[src/rtl/fd_skid_buffer.sv]
// Fetch-to-decode pipeline register as a 2-entry skid buffer with valid/ready handshake,
// branch flush and a saturating stall counter.
module fd_skid_buffer #(
  parameter int unsigned      DBITS     = 32,
  parameter logic [DBITS-1:0] NOOP_WORD = DBITS'(32'h0000_0000),
  parameter int unsigned      CWIDTH    = 16
) (
  input  logic              clk,
  input  logic              reset,
  input  logic              flush,
  input  logic              in_valid,
  output logic              in_ready,
  input  logic [DBITS-1:0]  incPC_F,
  input  logic [DBITS-1:0]  instWord_F,
  input  logic              noop_F,
  output logic              out_valid,
  input  logic              out_ready,
  output logic [DBITS-1:0]  incPC_D,
  output logic [DBITS-1:0]  instWord_D,
  output logic              noop_D,
  output logic [CWIDTH-1:0] stall_cnt
);

  // State encoding mirrors {skid_valid, main_valid}
  localparam logic [1:0] ST_EMPTY = 2'b00;
  localparam logic [1:0] ST_ONE   = 2'b01;
  localparam logic [1:0] ST_FULL  = 2'b11;

  logic [1:0]       state, state_n;
  logic [DBITS-1:0] main_pc_n, main_inst_n;
  logic             main_noop_n;
  logic [DBITS-1:0] skid_pc, skid_inst, skid_pc_n, skid_inst_n;
  logic             skid_noop, skid_noop_n;
  logic             in_ready_n, out_valid_n;
  logic             in_fire, out_fire;

  assign in_fire  = in_valid & in_ready;
  assign out_fire = out_valid & out_ready;

  // Next-state and next-contents; main data is forced to bubble values whenever main empties
  always_comb begin
    state_n     = state;
    main_pc_n   = incPC_D;
    main_inst_n = instWord_D;
    main_noop_n = noop_D;
    skid_pc_n   = skid_pc;
    skid_inst_n = skid_inst;
    skid_noop_n = skid_noop;

    if (flush) begin
      state_n     = ST_EMPTY;
      main_pc_n   = '0;
      main_inst_n = NOOP_WORD;
      main_noop_n = 1'b1;
      skid_pc_n   = '0;
      skid_inst_n = NOOP_WORD;
      skid_noop_n = 1'b1;
    end else begin
      case (state)
        ST_EMPTY: begin
          if (in_fire) begin
            state_n     = ST_ONE;
            main_pc_n   = incPC_F;
            main_inst_n = instWord_F;
            main_noop_n = noop_F;
          end
        end
        ST_ONE: begin
          if (in_fire && out_fire) begin
            main_pc_n   = incPC_F;
            main_inst_n = instWord_F;
            main_noop_n = noop_F;
          end else if (in_fire) begin
            state_n     = ST_FULL;
            skid_pc_n   = incPC_F;
            skid_inst_n = instWord_F;
            skid_noop_n = noop_F;
          end else if (out_fire) begin
            // incPC_D keeps the consumed entry's PC
            state_n     = ST_EMPTY;
            main_inst_n = NOOP_WORD;
            main_noop_n = 1'b1;
          end
        end
        ST_FULL: begin
          if (out_fire) begin
            state_n     = ST_ONE;
            main_pc_n   = skid_pc;
            main_inst_n = skid_inst;
            main_noop_n = skid_noop;
          end
        end
        default: begin
          state_n     = ST_EMPTY;
          main_pc_n   = '0;
          main_inst_n = NOOP_WORD;
          main_noop_n = 1'b1;
        end
      endcase
    end

    out_valid_n = (state_n != ST_EMPTY);
    in_ready_n  = (state_n != ST_FULL);
  end

  always_ff @(posedge clk or negedge reset) begin
    if (!reset) begin
      state      <= ST_EMPTY;
      out_valid  <= 1'b0;
      in_ready   <= 1'b1;
      incPC_D    <= '0;
      instWord_D <= NOOP_WORD;
      noop_D     <= 1'b1;
      skid_pc    <= '0;
      skid_inst  <= NOOP_WORD;
      skid_noop  <= 1'b1;
    end else begin
      state      <= state_n;
      out_valid  <= out_valid_n;
      in_ready   <= in_ready_n;
      incPC_D    <= main_pc_n;
      instWord_D <= main_inst_n;
      noop_D     <= main_noop_n;
      skid_pc    <= skid_pc_n;
      skid_inst  <= skid_inst_n;
      skid_noop  <= skid_noop_n;
    end
  end

  // Stall counter survives flush; only reset clears it
  always_ff @(posedge clk or negedge reset) begin
    if (!reset) begin
      stall_cnt <= '0;
    end else if (out_valid && !out_ready && (stall_cnt != {CWIDTH{1'b1}})) begin
      stall_cnt <= stall_cnt + CWIDTH'(1);
    end
  end

endmodule

[config.mk]
export PLATFORM = sky130hd
export DESIGN_NAME = fd_skid_buffer
export DESIGN_NICKNAME = d
export VERILOG_FILES = /design/src/rtl/fd_skid_buffer.sv
export SDC_FILE = /design/constraint.sdc
export NUM_CORES = 1
export LEC_CHECK = 0
export ABC_AREA = 1
export CORE_MARGIN = 2
export CORE_UTILIZATION = 55
export CTS_CLUSTER_DIAMETER = 50
export DETAILED_ROUTE_END_ITERATION = 16
export PLACE_DENSITY = 0.83
export SETUP_SLACK_MARGIN = 0.4
export SLEW_MARGIN = 30
export SYNTH_ARGS = -nofsm -noshare
export SYNTH_HDL_FRONTEND = slang
export SYNTH_SLANG_ARGS = --single-unit
[constraint.sdc]
create_clock -name clk -period 3.3 [get_ports clk]
set_input_delay 0.66 -clock clk [delete_from_list [all_inputs] [get_ports clk]]
set_output_delay 0.66 -clock clk [all_outputs]
set_load 0.05 [all_outputs]
Word level (Yosys, flattened, before mapping)
Index checks and enable logic that the tools add are counted.

storage, ports and cells
  register bits = 150
  input bits = 70
  output and inout port bits = 83
  word-level logic and storage cells = 69

operators by class
  add/sub/neg operators = 1
  equality and inequality tests = 10
  multiplexer cells = 35
  bitwise gates (word level) = 2
  reductions and logical operators = 11

operator list
  cell                     count
  $mux W32                 16
  $pmux W32 S3             2
  $add A16 B1 Y16 const B  1
  $ne A16 B16 Y1 const B   1
  $mux W2                  6
  $mux W1                  9
  $ne A3 B3 Y1 const B     3
  $ne A4 B4 Y1 const B     2
  $pmux W2 S3              1
  $reduce_and A3 Y1        2
  $reduce_bool A2 Y1       3
  $ne A2 B2 Y1 const B     2
  $reduce_and A4 Y1        1
  $logic_and A1 B1 Y1      3
  $pmux W1 S3              1
  $and A1 B1 Y1            2
  $eq A2 B1 Y1 const B     1
  $eq A2 B2 Y1 const B     1
  $logic_not A2 Y1         1
  $logic_not A1 Y1         1

Logic depth before layout (Yosys ltp)
Gate-level depths: netlist of run 1.

  depth in word-level cells = 7
  mapped depth = 9

Worst setup path after synthesis of run 1
Ideal clock, no wire load.

  path kind = reg-to-reg
  from = register stall_cnt[1]
  to = register stall_cnt[10]
  setup time = 0.119 ns
  data arrival time = 1.816 ns
  data required time = 3.181 ns
  slack = 1.365 ns
  stages on the path, launching flop included = 10
  cell sequence = dfrtp_1 ha_1 nand3_1 inv_1 nand3_1 nand2_2 nand2_2 buf_4 nand2_1 nand2_1

on the way
  longest elaborated chain between the ends = 2
  elaborated cells between the ends (all ways) = 3
  those cells by class = add/sub (1); eq/ne (1); reduce/logical (1)

RTL lines
  what                                                                     line  RTL
  start: declaration                                                       21    output logic [CWIDTH-1:0] stall_cnt
  start signal: assignment                                                 135   stall_cnt <= stall_cnt + CWIDTH'(1);
  parallel branches: the longest is 2 deep, another holds $add A16 B1 Y16  -

Several ways; the timed one is not identified.
A chain may end at the register's enable or synchronous reset.

Worst setup path in the final report of run 1
  from = register noop_D
  to = output port noop_D

RTL lines
  what                      line  RTL
  start: declaration        20    output logic noop_D,
  start signal: assignment  123   noop_D <= main_noop_n;

No word-level cell between the ends.

==> qor.yml, run 1 <==
leakage_nw: 4.79
rsz0062_at_grt: "no"
antenna_found_initial: 0
skew_ns: 0.00723
postLayoutCellArea_mm2: 0.00928
power.share.combinational: 0.256
synth_area_mm2: 0.00708
post-route-period-util: 0.738
final_cell_mix: "nand2_1 (513), clkdlybuf4s50_1 (151), dfrtp_1 (147)"
num_antenna_cells: 0
ys_seq_area_frac: 0.531
drive_gt1_frac: 0.0576
cts_made_buffers: 17
via_count: 6702
fmax_mhz: 410
cts_resized: 0
peakVddDrop_mv: 0.434
drt_pass1_iterations: 5
core-area_mm2: 0.0126
hold_buffers: 0
grt_pass1_wl_um: 31400
synthCells: 948
hpwl_um: 11500
hold_viol: 0
timing.final.crit_period_ns: 2.44
cp_max_fo: 2
worstMarginPinSlew_ns: 0.947
clk_pin_slew_worst_paths_ns: 0.06
grt_use_total: 0.281
nFillCells: 1006
placed_area_mm2: 0.00872
die_h_um: 117
power_switching_w: 0.00179
final_util: 0.735
clock_latency_ns: 0.42
detail_route.wl_per_cell_um: 14.7
cp.required_ns: 2.64
start_util: 0.561
syn-num-nets: 1019
yosysUniqueCellTypes: 23
worstSetupPathType: "reg2out"
path_delay_family: "buffers and inverters"
relSlewSlack: 0.368
status: "complete, no violations"
p_int_w: 0.00354
cts_max_level: 4
grt.overflow.total: 0
p_seq_frac: 0.404
setup_violations: 0
clk_path_buf_depth: 2
netlist.area_leader.share: 0.519
die_area_mm2: 0.0138
clkPwrFrac: 0.339
crit_path_top_delay_cell: "clkdlybuf4s50_1"
drtAntennaViolNets: 0
via_per_inst: 5.29
post-cts-setup-buffer-count: 0
cp.arrival_ns: 1.78
power.density_mw_per_mm2: 574
cts_tree: "yes"
ys_ff_latch: 150
clock-sinks: 150
maxSlewViolCount: 0
final_common_cell: "nand2_1"
finalSetupTns_ns: 0
synth_top_area_cell: "dfrtp_1"
drtIter0Drc: 756
cp_cell_sequence: "clkdlybuf4s50_1"
hold_path_class: "in2async"
grt_pass1_vias: 6311
cp-end-kind: "output port"
drc_errors: 0
synthTopCellsByArea: "dfrtp_1 (52%), nand2_1 (27%), nand3_1 (8.0%), a21oi_1 (2.5%), buf_2 (1.8%)"
startpoint_type: "flip-flop"
slowest_delay_ns: 0.82
yosysWarnings: 0
maxCapViolations: 0
grt_max_degree: 75
p_sw_frac: 0.336
syn-mean-instance-area_um2: 7.47
finalWirelength_um: 18600
port_buffers: 152
crit_buf_inv: 1
rows: 41
area_growth_pct: 31.1
nets: 1152
die_x_um: 117
io_pins: 153
gp_congestion: 0.815
cts_root_buf: "clkbuf_16"
[per-layer routing]
metal,share of wire,vias to the layer above,track usage
li1,-,3239,-
met1,0.44,3152,0.393
met2,0.47,289,0.443
met3,0.073,22,0.0659
met4,0.012,0,0.0828
met5,0,-,0
[synthesized netlist by cell type]
cell	instances
nor3_1	3
nor2_2	2
buf_1	4
inv_2	2
nand4_1	2
clkbuf_1	22
dfrtp_1	147
nor2_4	1
nand2_2	4
xnor2_1	1
xor2_1	7
dfstp_2	3
ha_1	1
o21ai_0	11
inv_1	21
o21ai_2	1
a21oi_1	36
buf_4	2
nand3_1	113
nor2_1	26
a21oi_2	1
buf_2	25
nand2_1	513
[area by class of cell]
class                           instances  area, um^2  share of cell area
Clock inverter                          8        46.3             0.00499
Tap cell                              172         215              0.0232
Multi-Input combinational cell        722        3000               0.324
Clock buffer                           24         512              0.0551
Inverter                               23        86.3             0.00930
Sequential cell                       150        3760               0.405
Timing Repair Buffer                  167        1660               0.179
[stage by stage]
stage               hold WS (ns)  cells  setup WS, ns  total power [W]
global route               0.306   1266         0.725          0.00554
global placement           0.453   1234         0.592          0.00353
detailed placement         0.458   1234         0.496          0.00355
floorplan                  0.364    948          1.36          0.00301
CTS                        0.289   1266         0.849          0.00535
finish                     0.265   1266         0.863          0.00533
[power by group through the flow]
| stage | clock network [W] | logic, W | registers (W) |
|---|---|---|---|
| finish | 0.00181 | 0.00136 | 0.00215 |
| global placement | 0 | 0.00135 | 0.00218 |
| detailed placement | 0 | 0.00137 | 0.00218 |
| global route | 0.00191 | 0.00146 | 0.00218 |
| floorplan | 0 | 0.000389 | 0.00263 |
| CTS | 0.00183 | 0.00137 | 0.00215 |
[sequential cells by signal, summed over array words and instances, names as in the netlist]
signal / count
skid_inst: 32
noop_D: 1
in_ready: 1
out_valid: 1
incPC_D: 32
state: 2
skid_pc: 32
stall_cnt: 16
skid_noop: 1
instWord_D: 32
[path summary, 6_finish.rpt]
check,start,endpoint,slack [ns],depth (start not counted)
worst max-delay path,noop_D,noop_D,0.86,1
worst min-delay path,reset,incPC_D[26],0.27,1
worst max register to register,state[1],skid_pc[0],1.13,8
worst min register to register,incPC_D[20],incPC_D[20],0.47,2
max in group asynchronous,reset,skid_noop,2.33,2
min in group clk,incPC_D[20],incPC_D[20],0.47,2
[cells by family (layout without fill, tap and decap cells)]
logic type               count (synthesis)  after routing  share of synthesized area
AND/OR/NAND/NOR                        664            664                      0.376
flip-flops                             150            150                      0.531
buffers and inverters                   76            222                     0.0458
AO/OA/AOI/OAI                           49             49                     0.0357
XOR/XNOR                                 8              8                    0.00989
adder cells (fa/ha/maj)                  1              1                    0.00177
Power figures use the tool's default switching activity.
==> run 2, diff against run 1 <==
--- a/config.mk
+++ b/config.mk
@@ -7,10 +7,10 @@
 export LEC_CHECK = 0
 export ABC_AREA = 1
 export CORE_MARGIN = 2
-export CORE_UTILIZATION = 55
+export CORE_UTILIZATION = 46
 export CTS_CLUSTER_DIAMETER = 50
 export DETAILED_ROUTE_END_ITERATION = 16
-export PLACE_DENSITY = 0.83
+export PLACE_DENSITY = 0.73
 export SETUP_SLACK_MARGIN = 0.4
 export SLEW_MARGIN = 30
 export SYNTH_ARGS = -nofsm -noshare
==> constraint.sdc (replaced) <==
create_clock -name clk -period 2.15 [get_ports clk]
set_input_delay 0.43 -clock clk [delete_from_list [all_inputs] [get_ports clk]]
set_output_delay 0.43 -clock clk [all_outputs]
set_load 0.05 [all_outputs]
==> qor.yml, run 2 (synthesis results as in run 1) <==
setup_violations: 0
die_area_mm2: 0.0164
maxCapViolations: 0
drive_gt1_frac: 0.128
ff2ff_path_depth: 7
port_buffers: 152
cp_max_fo: 2
r2r_setup_slack_ns: 0.58
hold_depth: 2
final_cell_mix: "nand2_1 (513), dfrtp_1 (144), nand3_1 (113)"
startpoint_type: "flip-flop"
clk_path_buf_depth: 2
cp.arrival_ns: 1.28
core-area_mm2: 0.0151
hpwl_um: 12300
post-cts-setup-buffer-count: 0
finalWirelength_um: 19100
path_delay_family: "buffers and inverters"
finalSetupTns_ns: 0
cp_cell_sequence: "dlygate4sd2_1"
grt.overflow.total: 0
grt_max_degree: 62
cp.required_ns: 1.72
rows: 45
dp.cells: 1267
nFillCells: 1363
nets: 1170
skew_ns: 0.00629
finalWorstSetupSlack_ns: 0.437
min_to: "incPC_D[24]"
status: "complete, no violations"
hold_path_class: "reg2reg"
worstSetupPathType: "reg2out"
stdcell_count: 1300
rsz0062_at_grt: "no"
antenna_found_initial: 0
io_pins: 153
clk_pin_slew_worst_paths_ns: 0.06
maxSlewViolCount: 0
peakVddDrop_mv: 0.624
cp-end-kind: "output port"
cts_made_buffers: 17
die_x_um: 128
via_per_inst: 5.14
grt_pass1_wl_um: 31600
start_util: 0.468
drt_pass1_iterations: 5
clock-sinks: 150
worstMarginPinSlew_ns: 0.490
finalHoldWorstSlack_ns: 0.470
drc_errors: 0
reg2reg_from: "in_ready"
area_growth_pct: 33.8
fmax_mhz: 584
leakage_nw: 4.99
grt_use_total: 0.244
hold_viol: 0
crit_path_top_delay_cell: "dlygate4sd2_1"
timing.final.crit_period_ns: 1.71
drtAntennaViolNets: 0
via_count: 6683
die_h_um: 128
power.density_mw_per_mm2: 893
crit_buf_inv: 1
drtIter0Drc: 698
final_common_cell: "nand2_1"
timing.rr.end: "incPC_D[15]"
cts_root_buf: "clkbuf_16"
post-route-period-util: 0.797
slowest_delay_ns: 0.52
detail_route.wl_per_cell_um: 14.7
gp_congestion: 0.792
hp-start: "incPC_D[24]"
place_ws_ns: 0.166
cts_max_level: 4
clock_latency_ns: 0.42
cts_tree: "yes"
grt_pass1_vias: 6265
relSlewSlack: 0.675
num_antenna_cells: 0
power_w: 0.00847
## run 2: changes by cell type in the layout (fill, tap and decap cells not counted), sizes merged, moves of 2 or more
cell	change
buf	+22
bufinv	+3
clkbuf	+21
clkdlybuf4s15	+51
dlygate4sd2	+2
clkdlybuf4s50	-83
## run 2: final cells by class
type	instances	area [um^2]	area share
flip-flops and latches	150	3760	0.397
multi-input cells	722	3020	0.318
repair buffers	185	1760	0.186
clock buffers	20	467	0.0492
well taps	188	235	0.0248
clock inverters	12	151	0.0160
inverters	23	86.3	0.00911
## run 2: per-layer routing
| metal | up-vias | routed length [um] | track usage | part of all wire |
|---|---|---|---|---|
| li1 | 3283 | - | - | - |
| met3 | 24 | 1260 | 0.0551 | 0.066 |
| met2 | 266 | 8930 | 0.383 | 0.47 |
| met5 | - | 0 | 0 | 0 |
| met4 | 0 | 360 | 0.0886 | 0.019 |
| met1 | 3110 | 8520 | 0.335 | 0.45 |
## run 2: worst max-delay path by stage
stage / start / to / cells past startpoint
after global routing: instWord_D[7] / instWord_D[7] / 1
final: incPC_D[16] / incPC_D[16] / 1
after CTS: stall_cnt[10] / stall_cnt[10] / 1
after floorplan: stall_cnt[5] / stall_cnt[10] / 8
after global placement: flush / instWord_D[27] / 8
after detailed placement: flush / instWord_D[15] / 8
## run 2: what timing repair did
item | CTS | global route
hold buffers | 1 | 0
gates resized for setup | 167 | 54
endpoints found under the hold margin | 37 | 0
setup endpoints to repair | 81 | 46
## run 2: per-stage QoR
| step | instance area (um^2) | util |
|---|---|---|
| after CTS | 9590 | 0.633 |
| after floorplan | 7100 | - |
| final | 9480 | 0.626 |
| after global placement | 8960 | 0.591 |
| after global routing | 9480 | 0.626 |
| after detailed placement | 8960 | 0.591 |
## run 2: tightest hold or removal path: cells and delay by family (launching register included)
kind          cells  cell delay, ns
flops             1            0.34
simple gates      2            0.10
## run 2: report_power, final
group / switching [W] / total [W] / leakage (nW) / internal (W)
Clock: 0.00118 / 0.00310 / 0.302 / 0.00191
Sequential: 0.000223 / 0.00332 / 2.01 / 0.00310
Combinational: 0.00141 / 0.00205 / 2.68 / 0.000638
